File: config.mk
export PLATFORM = sky130hd
export DESIGN_NAME = l2_victim_buffer
export DESIGN_NICKNAME = d
export VERILOG_FILES = /design/src/rtl/lc3b_types.sv /design/src/rtl/l2_victim_buffer_datapath.sv /design/src/rtl/l2_victim_buffer.sv
export SDC_FILE = /design/constraint.sdc
export NUM_CORES = 1
export LEC_CHECK = 0
export BUFFER_PORTS_ARGS = -buffer_cell sky130_fd_sc_hd__buf_2
export CAP_MARGIN = 20
export CORE_AREA = 2 2 214 216
export CTS_CLUSTER_SIZE = 25
export DETAILED_ROUTE_END_ITERATION = 10
export DIE_AREA = 0 0 216 218
export GPL_TIMING_DRIVEN = 1
export REMOVE_ABC_BUFFERS = 1
export SETUP_SLACK_MARGIN = 0.3
export SLEW_MARGIN = 20
export SYNTH_ARGS = -nofsm -noshare
export SYNTH_HDL_FRONTEND = slang
export SYNTH_SLANG_ARGS = --single-unit
File: constraint.sdc
create_clock -name clk -period 1.8 [get_ports clk]
set_clock_uncertainty 0.05 [all_clocks]
set_input_delay 0.18 -clock clk [delete_from_list [all_inputs] [get_ports clk]]
set_output_delay 0.18 -clock clk [all_outputs]
set_load 0.03 [all_outputs]
File: src/rtl/lc3b_types.sv
// Shared LC-3b memory-system types: word, line bus, line address and victim buffer FSM states.
package lc3b_types;

  typedef logic [15:0]  lc3b_word;
  typedef logic [127:0] pmem_bus;
  typedef logic [11:0]  lc3b_line_addr;

  // Victim buffer controller states
  typedef enum logic [1:0] {
    IDLE,
    RESP,
    READ,
    DRAIN
  } l2vb_state_t;

endpackage

File: src/rtl/l2_victim_buffer_datapath.sv
// Victim buffer datapath: the single entry registers, hit compare, and the physical/L2
// address and data muxes. All mux outputs are zero unless explicitly selected.
module l2_victim_buffer_datapath
  import lc3b_types::*;
#(
  parameter int unsigned OFFSET_BITS = 4
) (
  input  logic     clk_i,
  input  logic     reset_i,
  input  lc3b_word l2_address_i,
  input  pmem_bus  l2_wdata_i,
  input  pmem_bus  phys_rdata_i,
  input  logic     capture_i,     // load entry from the L2 write
  input  logic     clear_i,       // entry has been written back
  input  logic     addr_read_i,   // phys address from the L2 request
  input  logic     addr_drain_i,  // phys address/data from the entry
  input  logic     rdata_buf_i,   // l2_rdata from the entry
  input  logic     rdata_phys_i,  // l2_rdata from memory
  output logic     hit_o,
  output logic     buf_valid_o,
  output lc3b_word phys_address_o,
  output pmem_bus  phys_wdata_o,
  output pmem_bus  l2_rdata_o
);

  localparam int unsigned LineW = 16 - OFFSET_BITS;

  logic [LineW-1:0] req_line;
  logic [LineW-1:0] buf_line_q;
  logic             buf_valid_q;
  pmem_bus          buf_data_q;
  logic             unused_offset;

  assign req_line      = l2_address_i[15:OFFSET_BITS];
  assign unused_offset = ^l2_address_i[OFFSET_BITS-1:0];

  // Entry registers; reset discards any buffered line
  always_ff @(posedge clk_i) begin
    if (reset_i) begin
      buf_valid_q <= 1'b0;
      buf_line_q  <= '0;
      buf_data_q  <= '0;
    end else if (capture_i) begin
      buf_valid_q <= 1'b1;
      buf_line_q  <= req_line;
      buf_data_q  <= l2_wdata_i;
    end else if (clear_i) begin
      buf_valid_q <= 1'b0;
    end
  end

  assign hit_o       = buf_valid_q && (req_line == buf_line_q);
  assign buf_valid_o = buf_valid_q;

  // Output muxes, gated to zero when not selected
  always_comb begin
    phys_address_o = '0;
    phys_wdata_o   = '0;
    l2_rdata_o     = '0;
    if (addr_read_i) begin
      phys_address_o = {req_line, {OFFSET_BITS{1'b0}}};
    end else if (addr_drain_i) begin
      phys_address_o = {buf_line_q, {OFFSET_BITS{1'b0}}};
      phys_wdata_o   = buf_data_q;
    end
    if (rdata_phys_i) begin
      l2_rdata_o = phys_rdata_i;
    end else if (rdata_buf_i) begin
      l2_rdata_o = buf_data_q;
    end
  end

endmodule

File: src/rtl/l2_victim_buffer.sv
// Single-entry victim buffer between the L2 cache and physical memory. Dirty evictions are
// parked in the entry and written back when the L2 side is quiet; reads that hit the entry
// are served from it without touching memory.
module l2_victim_buffer
  import lc3b_types::*;
#(
  parameter int unsigned OFFSET_BITS = 4
) (
  input  logic     clk,
  input  logic     reset,
  input  lc3b_word l2_address,
  input  logic     l2_read,
  input  logic     l2_write,
  input  pmem_bus  l2_wdata,
  output pmem_bus  l2_rdata,
  output logic     l2_resp,
  output lc3b_word phys_address,
  output logic     phys_read,
  output logic     phys_write,
  output pmem_bus  phys_wdata,
  input  pmem_bus  phys_rdata,
  input  logic     phys_resp
);

  l2vb_state_t state_q, state_d;

  logic hit;
  logic buf_valid;
  logic capture;
  logic clear;
  logic addr_read;
  logic addr_drain;
  logic rdata_buf;
  logic rdata_phys;

  l2_victim_buffer_datapath #(
    .OFFSET_BITS(OFFSET_BITS)
  ) u_dp (
    .clk_i         (clk),
    .reset_i       (reset),
    .l2_address_i  (l2_address),
    .l2_wdata_i    (l2_wdata),
    .phys_rdata_i  (phys_rdata),
    .capture_i     (capture),
    .clear_i       (clear),
    .addr_read_i   (addr_read),
    .addr_drain_i  (addr_drain),
    .rdata_buf_i   (rdata_buf),
    .rdata_phys_i  (rdata_phys),
    .hit_o         (hit),
    .buf_valid_o   (buf_valid),
    .phys_address_o(phys_address),
    .phys_wdata_o  (phys_wdata),
    .l2_rdata_o    (l2_rdata)
  );

  // State register
  always_ff @(posedge clk) begin
    if (reset) begin
      state_q <= IDLE;
    end else begin
      state_q <= state_d;
    end
  end

  // Next-state and control outputs; a read wins over a simultaneous write
  always_comb begin
    state_d    = state_q;
    l2_resp    = 1'b0;
    phys_read  = 1'b0;
    phys_write = 1'b0;
    capture    = 1'b0;
    clear      = 1'b0;
    addr_read  = 1'b0;
    addr_drain = 1'b0;
    rdata_buf  = 1'b0;
    rdata_phys = 1'b0;
    unique case (state_q)
      IDLE: begin
        if (l2_read) begin
          state_d = hit ? RESP : READ;
        end else if (l2_write) begin
          if (!buf_valid || hit) begin
            capture = 1'b1;
            state_d = RESP;
          end else begin
            // Entry busy with another line: write it back, accept the write afterwards
            state_d = DRAIN;
          end
        end else if (buf_valid) begin
          state_d = DRAIN;
        end
      end
      RESP: begin
        l2_resp   = 1'b1;
        rdata_buf = 1'b1;
        state_d   = IDLE;
      end
      READ: begin
        phys_read = 1'b1;
        addr_read = 1'b1;
        if (phys_resp) begin
          l2_resp    = 1'b1;
          rdata_phys = 1'b1;
          state_d    = IDLE;
        end
      end
      DRAIN: begin
        phys_write = 1'b1;
        addr_drain = 1'b1;
        if (phys_resp) begin
          clear   = 1'b1;
          state_d = IDLE;
        end
      end
      default: state_d = IDLE;
    endcase
  end

endmodule
### Yosys cells after proc, flatten, opt, wreduce, memory -nomap -nowiden

Cells that the tools add are included.

| storage, ports and cells | value |
|---|---|
| flip-flop bits (word level) | 143 |
| output and inout port bits | 275 |
| logic and storage cells | 43 |
| input port bits | 277 |

| operators by class | value |
|---|---|
| reductions and logical operators | 7 |
| multiplexer cells | 26 |
| eq/ne operators | 6 |

Operators with widths:

| kind | number |
|---|---|
| $mux W128 | 4 |
| $mux W16 | 2 |
| $eq A12 B12 Y1 | 1 |
| $mux W1 | 12 |
| $mux W2 | 6 |
| $pmux W2 S3 | 1 |
| $eq A2 B2 Y1 const B | 2 |
| $ne A4 B3 Y1 const B | 1 |
| $eq A2 B1 Y1 const B | 1 |
| $logic_not A2 Y1 | 1 |
| $ne A2 B1 Y1 const B | 1 |
| $pmux W1 S2 | 1 |
| $reduce_and A2 Y1 | 1 |
| $reduce_bool A2 Y1 | 1 |
| $reduce_or A2 Y1 | 1 |
| $logic_and A1 B1 Y1 | 1 |
| $logic_not A1 Y1 | 1 |
| $logic_or A1 B1 Y1 | 1 |

### Depth between registers and ports, before layout

Gate-level depths: netlist (run 1).

| depth | value |
|---|---|
| word-level depth | 8 |
| depth in mapped cells | 9 |
| depth with buffers taken out | 6 |

### By module

A second synthesis (run 1) with hierarchy kept.

| unflattened totals | value |
|---|---|
| cells, all modules | 1110 |
| area, all modules | 8261.7 µm² |

Modules (own cells, without submodules):

| module | times used | area each (µm²) | cells each | sequential area each (µm²) |
|---|---|---|---|---|
| l2_victim_buffer_datapath | 1 | 8032.7 | 1086 | 2822.7 |
| l2_victim_buffer | 1 | 229.0 | 24 | 40.0 |

### Worst setup path after synthesis (run 1)

Ideal clock, no wire load.

| timing | value |
|---|---|
| kind | register to output |
| from | register state_q[0] |
| to | output port l2_rdata[126] |
| path buffers | 4 |
| stages on the path, launching flop included | 9 |
| data required time | 1.570 ns |
| slack | -0.801 ns |
| arrival time | 2.371 ns |
| path through | dfxtp_1 inv_1 ha_1 buf_2 and2_0 buf_2 clkbuf_1 clkbuf_1 o21ai_0 |

| on the way | value |
|---|---|
| cells in the longest elaborated chain, start to end | 4 |
| elaborated cells between the ends (all ways) | 6 |
| those cells by class | eq/ne: 2; mux: 4 |

Ends and longest elaborated chain:

| what | RTL line | text |
|---|---|---|
| start: declaration | l2_victim_buffer.sv:25 | `l2vb_state_t state_q, state_d;` |
| start signal: assignment | l2_victim_buffer.sv:62 | `state_q <= state_d;` |
| $eq A2 B1 Y1 | l2_victim_buffer.sv:78 | `unique case (state_q)` |
| $mux W1 | l2_victim_buffer.sv:78 |  |
| $mux W128 | l2_victim_buffer_datapath.sv:68 | `end else if (rdata_buf_i) begin` |
| $mux W128 (*) | l2_victim_buffer_datapath.sv:66 | `if (rdata_phys_i) begin` |
| end: declaration | l2_victim_buffer.sv:15 | `output pmem_bus l2_rdata,` |

Every way passes the cells marked *; elsewhere a longest branch is shown, timed or not.

### Worst setup path in the final report (run 1)

| timing | value |
|---|---|
| from | register state_q[0] |
| to | output port l2_rdata[45] |

The elaborated chain is that of the path after synthesis.

==> reports/results.tsv, run 1 <==
metric	value	unit
cts_max_level	4	
grt_first_pass_wirelength	62300	um
yosys.area.top_type	dfxtp_1	
grt_use_total	0.171	
routed_wl	47900	um
worst-path-max-fanout	13	
clockBufferDepth	2	
route.detailed.drc	0	
violations	setup timing	
layout_setup_ws	-0.549	ns
wire_per_inst	18.2	um
finalHoldViolations	0	
drtIter0Drc	771	
finalCriticalPeriod	2.35	ns
crit_type	reg -> out	
start_kind	flop	
synth_top_family_by_area	simple AND/OR/NAND/NOR gates	
post_dp_cell_area	0.0134	mm^2
synth_xor_area_frac	0.0111	
grt_remaining_overflow	0	
fin_area	0.0187	mm^2
final_max_slew_viol_count	0	
diodes	0	
yosys.cell_types.count	29	
hp-class	in -> reg	
clk_latency	0.43	ns
die_h	218	um
synthTopCellsByArea	dfxtp_1, nand2b_1, mux2i_1, nand2_1, and2_1	
p_per_area	598	mW/mm^2
irDropWorstVdd	0.427	mV
seq_area	0.00287	mm^2
ys_seq_elements	143	
p_leak	8.19	nW
synth_area	0.00946	mm^2
setup_viol	412	
postSynthCellCount	1265	
io_pins	552	
vias	11881	
yosys.area_share.simple	0.388	
utilization	0.417	
clk_pin_slew	0.06	ns
dieArea	0.0471	mm^2
gp_congestion	0.891	
dpl.hpwl	25200	um
antenna_found_initial	2	
syn2layout_area_growth	98.0	%
num_rows	78	
ys_warn_count	0	
synthMuxAreaShare	0.148	
cts.sinks	143	
synth_fa_ha_area_frac	0.00529	
numPortBuffers	543	
coreArea	0.0449	mm^2
status	complete, but fails checks	
rsz0062_at_grt	yes	
first_pass_iters	8	
cts_inserted_buffers	17	
ant_nets	0	
avgViaCountPerCell	4.52	
drive_gt1_frac	0.446	
drv_cap	0	
grt_pass1_vias	11352	
synth_top_area_share	0.303	
initial_core_util	0.211	
nFillCells	4161	
tritoncts	yes	
required	1.57	ns
nets	2298	
ys_seq_area_frac	0.303	
syn_avg_cell_area	7.48	um^2
cts-root-buf	clkbuf_16	
die_x	216	um
grt_start_max_net_pins	122	
cp-end-kind	output port	
cp.arrival	2.12	ns
synth-compound-area-share	0.0820	
finalCritPeriodShare	1.31	
max_freq	426	MHz
multi_input_area	0.00684	mm^2
[path summary, 6_finish.rpt]
path / cells after the start / startpoint / slack, ns / end
worst max-delay path: 7 / state_q[0] / -0.55 / l2_rdata[45]
worst min-delay path: 3 / l2_wdata[90] / 0.04 / u_dp.buf_data_q[90]
worst max register to register: 13 / state_q[0] / -0.32 / u_dp.buf_data_q[107]
worst min register to register: 2 / u_dp.buf_data_q[119] / 0.44 / u_dp.buf_data_q[119]
[logic make-up after synthesis]
group,after synthesis
xor+xnor,12
compound gates,150
fa+ha+maj,4
simple gates,701
other cells,1
buf+inv,114
mux,140
flops,143
[report_power, final]
part | switching (mW) | internal, mW | total (mW)
Clock | 1.47 | 2.15 | 3.62
Combinational | 2.00 | 2.01 | 4.01
Sequential | 0.192 | 3.38 | 3.57
Total | 3.66 | 7.54 | 11.2
[sequential cells by signal (all words and copies together), names as in the netlist]
signal / count
state_q: 2
u_dp.buf_valid_o: 1
u_dp.buf_data_q: 128
u_dp.buf_line_q: 12
[worst max-delay path, stage by stage, from the launching register on]
cell     delay [ns]
dfxtp_2        0.34
buf_4          0.14
ha_4           0.21
buf_12         0.18
buf_4          0.17
nand2_1        0.09
o21ai_0        0.30
buf_4          0.23
[placed cells by master (no fill, tap or decap), types with 15 or more instances in the layout]
cell           instances
buf_4                199
buf_6                148
dfxtp_1              141
nand2_4               20
buf_8                 15
dlygate4sd3_1        129
nand2b_1             280
and2_1                93
o21ai_0               28
o21ai_4               24
buf_16                21
o21ai_2               44
and2_4                36
mux2i_1              140
buf_12                33
clkbuf_16             30
o21ai_1               45
nand2_1              237
buf_2                280
nand2_2               25
[stage by stage]
step                cells  hold slack [ns]   TNS, ns  setup WS (ns)  power, mW
floorplan            1157            0.285  -2592.40          -9.83       5.24
global placement     2403            0.389    -29.77         -0.240       6.10
detailed placement   2403            0.399    -31.92         -0.285       6.14
CTS                  2604          0.00167   -137.35         -0.460       10.7
global route         2627           0.0352   -164.72         -0.595       11.7
finish               2627           0.0449   -129.63         -0.549       11.2
[cell type report]
| class | count | area share |
|---|---|---|
| Tap cell | 600 | 0.0401 |
| Multi-Input combinational cell | 1011 | 0.365 |
| Timing Repair Buffer | 841 | 0.410 |
| Inverter | 3 | 0.000601 |
| Clock inverter | 11 | 0.00775 |
| Clock buffer | 18 | 0.0229 |
| Sequential cell | 143 | 0.153 |
[cells in the mapped netlist, drive strengths merged]
cell type	n
clkbuf	84
and2	129
o21ai	141
nand2	283
a21oi	2
o221ai	1
ha	4
a31o	1
xor2	12
mux2i	140
conb	1
nand3	3
a32o	1
nor2	1
o21ba	1
buf	27
o21a	1
nor4	3
inv	3
nand2b	280
nor2b	1
o21bai	1
dfxtp	143
and3b	1
a21boi	1
[per-layer routing]
metal	global-route usage	up-vias	share of wire
met5	0	-	0.00056
li1	-	5556	-
met3	0.0427	127	0.073
met2	0.294	603	0.49
met1	0.206	5591	0.40
met4	0.0680	4	0.033
[repair_timing]
action / CTS / global route
hold buffers: 129 / 0
resized for setup: 486 / 328
pin swaps: 16 / 50
gates cloned: 18 / 14
setup endpoints to repair: 414 / 414
setup buffers: 25 / 9
hold endpoints to repair: 129 / 0
No activity file was read; power rests on OpenSTA's default activity.
==> run 2: changes to the inputs <==
--- a/config.mk
+++ b/config.mk
@@ -7,14 +7,15 @@
 export LEC_CHECK = 0
 export BUFFER_PORTS_ARGS = -buffer_cell sky130_fd_sc_hd__buf_2
 export CAP_MARGIN = 20
-export CORE_AREA = 2 2 214 216
+export CORE_AREA = 2 2 217 219
 export CTS_CLUSTER_SIZE = 25
 export DETAILED_ROUTE_END_ITERATION = 10
-export DIE_AREA = 0 0 216 218
+export DIE_AREA = 0 0 219 221
 export GPL_TIMING_DRIVEN = 1
 export REMOVE_ABC_BUFFERS = 1
 export SETUP_SLACK_MARGIN = 0.3
 export SLEW_MARGIN = 20
 export SYNTH_ARGS = -nofsm -noshare
 export SYNTH_HDL_FRONTEND = slang
+export SYNTH_HIERARCHICAL = 1
 export SYNTH_SLANG_ARGS = --single-unit
==> reports/results.tsv, run 2 <==
metric	value	unit
cts_inserted_buffers	17	
yosys.cell_types.count	31	
post_dp_cell_area	0.0120	mm^2
drv_cap	0	
cts.sinks	143	
p_leak	8.47	nW
ys_warn_count	6	
fin_area	0.0193	mm^2
top_regs	u_dp/buf_data_q: 128 flops, u_dp/buf_line_q: 12 flops, state_q: 2 flops	
yosys.area.top_type	dfxtp_1	
cp.arrival	2.07	ns
irDropWorstVdd	0.406	mV
synthTopCellsByArea	dfxtp_1, mux2i_1, nand2_1, and2_1, o21ai_0	
die_x	219	um
synth_top_area_share	0.347	
hp-class	in -> reg	
drtIter0Drc	777	
async_flop_share	0	
drive_gt1_frac	0.553	
final_max_slew_viol_count	0	
finalCritPeriodShare	1.28	
ys_seq_area_frac	0.347	
antenna_found_initial	1	
dpl.hpwl	23200	um
nFillCells	4130	
max_freq	435	MHz
worst-path-buf-inv	6	
clockBufferDepth	2	
cp-end-kind	output port	
finalHoldViolations	0	
wire_per_inst	20.1	um
synth_common_cells	nand2_1, dfxtp_1, nor2_1, mux2i_1, o21ai_0	
worstPathCellList	buf_6 > ha_4 > nor2b_4 > buf_12 > buf_12 > buf_6 > clkbuf_16 > and2_1 > buf_6	
power	12.4	mW
clk_latency	0.45	ns
crit_type	reg -> out	
first_pass_iters	5	
initial_core_util	0.179	
grt_first_pass_wirelength	59500	um
largest_reg_flops	128	
violations	setup timing	
route.detailed.drc	0	
cp_common_cell	buf_6	
syn_avg_cell_area	7.44	um^2
die_h	221	um
gp_congestion	0.932	
worst-path-max-fanout	9	
required	1.57	ns
grt_start_max_net_pins	73	
rsz0062_at_grt	yes	
cp_top_family	buffers and inverters	
final_common_cell	buf_2	
tritoncts	yes	
slowest_delay	0.34	ns
crit_slowest_cell	dfxtp_2	
synth-main-ff-cell	dfxtp_1	
num_rows	79	
grt_pass1_vias	10920	
dieArea	0.0484	mm^2
grt_use_total	0.158	
setup_viol	410	
most-common-layout-cells	buf_2, buf_6, nand2_1	
p_per_area	643	mW/mm^2
vias	11584	
numPortBuffers	543	
regMostFlops	u_dp/buf_data_q	
syn2layout_area_growth	133	%
cts-root-buf	clkbuf_16	
coreArea	0.0461	mm^2
clk_pin_slew	0.06	ns
io_pins	552	
postSynthCellCount	1110	
avgViaCountPerCell	4.63	
synth_area	0.00826	mm^2
grt_remaining_overflow	0	
utilization	0.418	
layout_setup_ws	-0.498	ns
ant_nets	0	
nets	2163	
status	complete, but fails checks	
synth_edf_count	0	
ys_seq_elements	143	
start_kind	flop	
synth_most_common_cell	nand2_1	
finalCriticalPeriod	2.30	ns
routed_wl	50300	um
cts_max_level	4	
## run 2: kinds of logic (layout without fill, tap and decap cells)
group                    count (synthesis)  after routing  share of synthesized area
AO/OA/AOI/OAI                          150            150                     0.0963
XOR/XNOR                                12             12                     0.0127
adder cells (fa/ha/maj)                  5              5                    0.00757
buffers and inverters                  101            882                     0.0724
flip-flops                             143            143                      0.347
multiplexers                           140            140                      0.170
other                                    1              5                   0.000454
AND/OR/NAND/NOR                        558            558                      0.294
## run 2: metrics by stage
stage	setup slack [ns]	instances	TNS, ns	hold slack (ns)
3_5_place_dp	-0.327	2251	-42.06	0.372
2_1_floorplan	-4.38	1018	-1494.71	0.202
3_3_place_gp	-0.292	2251	-37.50	0.363
4_1_cts	-0.469	2457	-142.39	0.00185
6_report	-0.498	2502	-140.97	0.0739
5_1_grt	-0.647	2501	-178.91	0.0484
## run 2: where the power goes
part           total, mW  leakage, nW  switching, mW  internal [mW]
combinational       4.91         6.99           2.49           2.42
sequential          3.59         1.17          0.204           3.38
clock               3.89        0.313           1.50           2.40
total               12.4         8.47           4.19           8.20
## run 2: worst register-to-register path, delay by kind of cell, from the launching register on
family / cells / cell delay (ns)
AO/OA/AOI/OAI: 1 / 0.29
buffers and inverters: 4 / 0.61
AND/OR/NAND/NOR: 3 / 0.46
flip-flops: 1 / 0.33
multiplexers: 1 / 0.23
XOR/XNOR: 1 / 0.15
## run 2: timing repair
action	CTS	global route
hold buffers	136	0
pin swaps	56	93
gates resized for setup	541	693
buffers inserted	19	24
hold endpoints to repair	136	0
setup endpoints to repair	414	414
gates cloned	19	20
## run 2: area by class of cell
cell class,instances,area (um^2),share of cell area
Sequential cell,143,2880,0.149
Clock inverter,13,186,0.00968
Multi-Input combinational cell,869,6620,0.344
Antenna cell,1,2.50,0.000130
Timing Repair Buffer,844,8340,0.433
Tap cell,607,759,0.0394
Clock buffer,19,453,0.0235
Inverter,6,27.5,0.00143
## run 2: worst paths after layout
path	from	end	slack (ns)	cells past startpoint
setup / recovery	state_q[0]	phys_wdata[97]	-0.50	9
hold / removal	l2_address[14]	u_dp/buf_line_q[10]	0.07	4
setup reg to reg	u_dp/buf_line_q[5]	u_dp/buf_data_q[99]	-0.43	10
hold reg to reg	u_dp/buf_data_q[27]	u_dp/buf_data_q[27]	0.48	2
## run 2: layer usage
metal,GRT usage,part of all wire,up-vias
li1,-,-,5137
met1,0.175,0.37,5590
met2,0.283,0.51,706
met3,0.0455,0.081,151
met4,0.0582,0.040,0
met5,0,0,-
